### config.mk
export PLATFORM = sky130hd
export DESIGN_NAME = return_stack_ctrl
export DESIGN_NICKNAME = d
export VERILOG_FILES = /design/src/rtl/return_stack_ctrl.sv
export SDC_FILE = /design/constraint.sdc
export NUM_CORES = 1
export LEC_CHECK = 0
export ABC_AREA = 1
export CAP_MARGIN = 20
export CORE_UTILIZATION = 44
export CTS_BUF_LIST = sky130_fd_sc_hd__clkbuf_8 sky130_fd_sc_hd__clkbuf_16
export CTS_CLUSTER_DIAMETER = 120
export CTS_CLUSTER_SIZE = 25
export DETAILED_ROUTE_END_ITERATION = 10
export GPL_TIMING_DRIVEN = 0
export MAX_ROUTING_LAYER = met4
export PLACE_DENSITY = 0.79
export SYNTH_ARGS = -nofsm -noshare
export SYNTH_HDL_FRONTEND = slang
export SYNTH_SLANG_ARGS = --single-unit
### constraint.sdc
create_clock -name clk -period 2.2 [get_ports clk]
set_clock_uncertainty 0.05 [all_clocks]
set_input_delay 0.44 -clock clk [delete_from_list [all_inputs] [get_ports clk]]
set_output_delay 0.44 -clock clk [all_outputs]
set_load 0.01 [all_outputs]
### src/rtl/return_stack_ctrl.sv
// Sequencer and guard for the return stack: accepts one request at a time,
// tracks occupancy, traps overflow/underflow/illegal ops, and drives the stack.
module return_stack_ctrl #(
  parameter int DEPTH = 64,
  parameter int W     = 16,
  parameter int CW    = 7
) (
  input  logic          clk,
  input  logic          reset,
  input  logic          req_valid,
  input  logic [2:0]    req_op,
  input  logic [W-1:0]  req_data,
  output logic          req_ready,
  output logic          resp_valid,
  output logic [W-1:0]  resp_data,
  output logic [1:0]    stk_op,
  output logic [W-1:0]  stk_w,
  output logic          stk_reset,
  input  logic [W-1:0]  stk_top,
  output logic [CW-1:0] depth,
  output logic          empty,
  output logic          full,
  output logic          err,
  output logic [1:0]    err_code,
  input  logic          err_clr,
  output logic [1:0]    state
);

  localparam logic [1:0] S_IDLE = 2'd0;
  localparam logic [1:0] S_EXEC = 2'd1;
  localparam logic [1:0] S_ERR  = 2'd2;

  localparam logic [2:0] OP_NOP    = 3'd0;
  localparam logic [2:0] OP_CALL   = 3'd1;
  localparam logic [2:0] OP_RET    = 3'd2;
  localparam logic [2:0] OP_TO_R   = 3'd3;
  localparam logic [2:0] OP_FROM_R = 3'd4;
  localparam logic [2:0] OP_PEEK   = 3'd5;
  localparam logic [2:0] OP_CLEAR  = 3'd6;
  localparam logic [2:0] OP_RSVD   = 3'd7;

  localparam logic [1:0] STK_HOLD = 2'd0;
  localparam logic [1:0] STK_PUSH = 2'd1;
  localparam logic [1:0] STK_POP  = 2'd3;

  localparam logic [1:0] E_OVER  = 2'd1;
  localparam logic [1:0] E_UNDER = 2'd2;
  localparam logic [1:0] E_ILL   = 2'd3;

  // Handshake: a request transfers on a posedge where req_valid && req_ready;
  // req_ready is high only in IDLE, so at most one request is in flight.
  logic accept;
  logic is_push;
  logic is_pop;
  logic clr_pulse;

  assign req_ready = (state == S_IDLE);
  assign accept    = req_valid && req_ready;
  assign is_push   = (req_op == OP_CALL) || (req_op == OP_TO_R);
  assign is_pop    = (req_op == OP_RET) || (req_op == OP_FROM_R);
  assign empty     = (depth == '0);
  assign full      = (depth == CW'(DEPTH));
  assign stk_reset = reset || clr_pulse;

  always_ff @(posedge clk) begin
    if (reset) begin
      state      <= S_IDLE;
      depth      <= '0;
      stk_op     <= STK_HOLD;
      stk_w      <= '0;
      resp_valid <= 1'b0;
      resp_data  <= '0;
      err        <= 1'b0;
      err_code   <= 2'd0;
      clr_pulse  <= 1'b0;
    end else begin
      resp_valid <= 1'b0;
      stk_op     <= STK_HOLD;
      clr_pulse  <= 1'b0;
      case (state)
        S_IDLE: begin
          if (accept) begin
            if (req_op == OP_RSVD) begin
              state    <= S_ERR;
              err      <= 1'b1;
              err_code <= E_ILL;
            end else if (is_push && full) begin
              state    <= S_ERR;
              err      <= 1'b1;
              err_code <= E_OVER;
            end else if ((is_pop || req_op == OP_PEEK) && empty) begin
              state    <= S_ERR;
              err      <= 1'b1;
              err_code <= E_UNDER;
            end else if (req_op != OP_NOP) begin
              state <= S_EXEC;
              // stk_top is the pre-pop value here; the stack moves at the negedge.
              if (is_push) begin
                stk_op    <= STK_PUSH;
                stk_w     <= req_data;
                depth     <= depth + CW'(1);
                resp_data <= '0;
              end else if (is_pop) begin
                stk_op    <= STK_POP;
                resp_data <= stk_top;
                depth     <= depth - CW'(1);
              end else if (req_op == OP_PEEK) begin
                resp_data <= stk_top;
              end else begin
                clr_pulse <= 1'b1;
                depth     <= '0;
                resp_data <= '0;
              end
            end
          end
        end
        S_EXEC: begin
          resp_valid <= 1'b1;
          state      <= S_IDLE;
        end
        S_ERR: begin
          if (err_clr) begin
            err      <= 1'b0;
            err_code <= 2'd0;
            state    <= S_IDLE;
          end
        end
        default: state <= S_IDLE;
      endcase
    end
  end

endmodule
==> flow_summary.toml <==
[status]
status = "finished, final reports clean"

[clock_tree]
cts_buffers = 5
cts.path.max_buffers = 2
cts.reportedPaths.clkPinSlew_ns = 0.08
worstSkewPairLatency_ns = 0.30
cts.sinks = 48
cts_tree = "done"
htree_num_levels = 2
cts_root_buffer = "clkbuf_8"

[routing]
wl_um = 6000
routedWlPerCell_um = 11.9
drc = 0
postRouteAntennaNets = 0
first_pass_iters = 4
vias_per_cell = 4.78
via_count = 2402
drt_iter0_drc = 110

[logic_synthesis]
synth_cells = 337
synthFlopType = "dfxtp_1"
syn_nets = 379
ys_async_sr_fraction_pct = 0
synth-edff-count = 0
synth_area_per_cell_um2 = 7.24
synth_cell_types = 30
yosys_register_bits = 48
synth_warnings = 0
synth_seq_area_share_pct = 39.4
syn_area_um2 = 2440

[timing]
hold_ws_ns = 0.411
period_needed_ns = 2.17
hold_violations = 0
min_period_over_period_pct = 98.4
report.final.slew_viol_count = 0
fmax_ghz = 0.462
tns_ns = 0
max_slew_margin_pct = 68.7
finalSetupViolCount = 0
worstMarginPinSlew_ns = 0.470
grt_setup_unrepaired = "false"

[finish]
drive_gt1_share_pct = 13.4
nets = 474
final_cell_mix = "nand2_1, clkdlybuf4s50_1, nor2_1, dfxtp_1, nand3_1"
diodes = 0
area_growth_syn_to_layout_pct = 45.0
final_common_cell = "nand2_1"
final_cells = 503
fin_util_pct = 67.5
stdcell_area_um2 = 3540

[floorplanning]
initial_core_util_pct = 46.6
rows = 26
ios = 90
dieWidth_um = 76.4
core_area_um2 = 5240
die_y_um = 76.4
die_area_um2 = 5840

[setup_path]
r2r_slack_ns = 0.37
worstSetupStartpoint = "reset"
crit_path_top_delay_cell = "clkdlybuf4s50_1"
reg2reg_depth = 11
critPathKind = "primary input to primary output"
crit_fanout = 3
r2r-start = "depth[0]$_SDFFE_PP0P_"
slowest_delay_ns = 0.50
crit_arrival_ns = 1.68
path_common_cell = "clkdlybuf4s50_1"
reg2reg_to = "resp_data[9]$_SDFFE_PP0P_"
crit_path_start_kind = "primary input"
endpoint_kind = "primary output"
cp.required_ns = 1.71
cp_cell_sequence = "clkdlybuf4s50_1 > or2_2 > clkdlybuf4s50_1"

[place]
dp_cells = 495
gp_congestion = 0.887
dpl_cell_area_um2 = 3410
port_buffers = 88
dp_hpwl_um = 4440

[global_route]
gr-max-usage-layer = "met2"
grt_pass1_vias = 2281
grt.total_usage_pct = 21.8
antenna_found_initial = 0
grt_max_degree = 15
grt_pass1_wl_um = 10100
grt-ovfl-total = 0
use_met1_pct = 28.1
grtUsageMet3_pct = 5.15
grt_use_met2_pct = 34.6

[hold_path]
hold_end = "clr_pulse$_SDFF_PP0_"
min_path_type = "primary input to flop"
holdCritStartpoint = "req_op[2]"
holdPathStages = 3

[pwr]
peakVddDrop_v = 0.000365
p_per_area_nw_per_um2 = 657
leakage_nw = 1.54

[job]
cap_violations = 0
==> metrics by stage <==
step | total power [W] | worst slack, ns
after CTS | 0.00233 | 0.0406
after global routing | 0.00245 | 0.00103
after global placement | 0.00163 | 0.0229
final | 0.00232 | 0.0346
after detailed placement | 0.00164 | -0.0228
after floorplan | 0.00136 | 0.540
==> final cells by class <==
class,instances,area [µm²]
Timing Repair Buffer,88,878
Sequential cell,48,961
Clock inverter,1,30.0
Inverter,38,143
Clock buffer,7,96.3
Buffer,13,110
Fill cell,450,1700
Multi-Input combinational cell,238,1230
Tap cell,70,87.6
==> cells in the mapped netlist (3+ instances only) <==
| library cell | count | share of area (%) |
|---|---|---|
| dfxtp_1 | 48 | 39 |
| nor2_1 | 49 | 7.5 |
| a21oi_1 | 11 | 2.3 |
| inv_1 | 32 | 4.9 |
| o21ai_2 | 16 | 5.7 |
| nand2_2 | 5 | 1.3 |
| nand3_1 | 36 | 7.4 |
| nor2_4 | 3 | 1.4 |
| inv_2 | 5 | 0.77 |
| nand3_2 | 3 | 1.2 |
| xor2_1 | 3 | 1.1 |
| ha_1 | 3 | 1.5 |
| clkbuf_1 | 4 | 0.62 |
| o21ai_0 | 5 | 1.0 |
| nor2_2 | 3 | 0.77 |
| buf_6 | 8 | 3.7 |
| nand2_1 | 89 | 14 |
==> worst max-delay path by stage <==
stage                     cells past startpoint                          to
after global placement                       11   resp_data[1]$_SDFFE_PP0P_
after CTS                                     3                   stk_reset
after detailed placement                     11   resp_data[9]$_SDFFE_PP0P_
after floorplan                              11  resp_data[10]$_SDFFE_PP0P_
final                                         3                   stk_reset
after global routing                          3                   stk_reset
==> logic make-up (layout without fill, tap and decap cells) <==
kind of cell | count (synthesis) | after routing | share of synthesized area [%]
simple gates | 198 | 198 | 37.8
buf+inv | 51 | 147 | 10.4
flops | 48 | 48 | 39.4
compound gates | 33 | 33 | 9.44
xor+xnor | 4 | 4 | 1.44
fa+ha+maj | 3 | 3 | 1.54
==> routing by layer <==
metal  wire, µm  vias up  share of wire (%)
li1           -     1240                  -
met5          0        -                  0
met4         47        0               0.78
met3        331        6                5.5
met1       2880     1079                 48
met2       2750       77                 46
==> what timing repair did <==
| action | CTS | global route |
|---|---|---|
| hold buffers | 0 | 0 |
| endpoints found under the setup margin | 2 | 0 |
| resized for setup | 3 | 0 |
| endpoints found under the hold margin | 0 | 0 |
| setup buffers | 0 | 0 |
==> worst max-delay path, delay by kind of cell <==
kind | cells | cell delay (ns)
buffers and inverters | 2 | 0.93
and+or+nand+nor | 1 | 0.30
==> flip-flops by register name (all words and copies together), names as in the netlist <==
name and count:
state 2, err_code 2, err 1, stk_w 16
stk_op 2, depth 7, resp_data 16, resp_valid 1
clr_pulse 1
==> report_power, final <==
| group | total (W) | switching [W] | internal, W |
|---|---|---|---|
| registers | 0.000966 | 0.0000404 | 0.000926 |
| clock network | 0.000700 | 0.000298 | 0.000401 |
| logic | 0.000656 | 0.000350 | 0.000306 |
| total | 0.00232 | 0.000689 | 0.00163 |
Power figures use the tool's default switching activity.
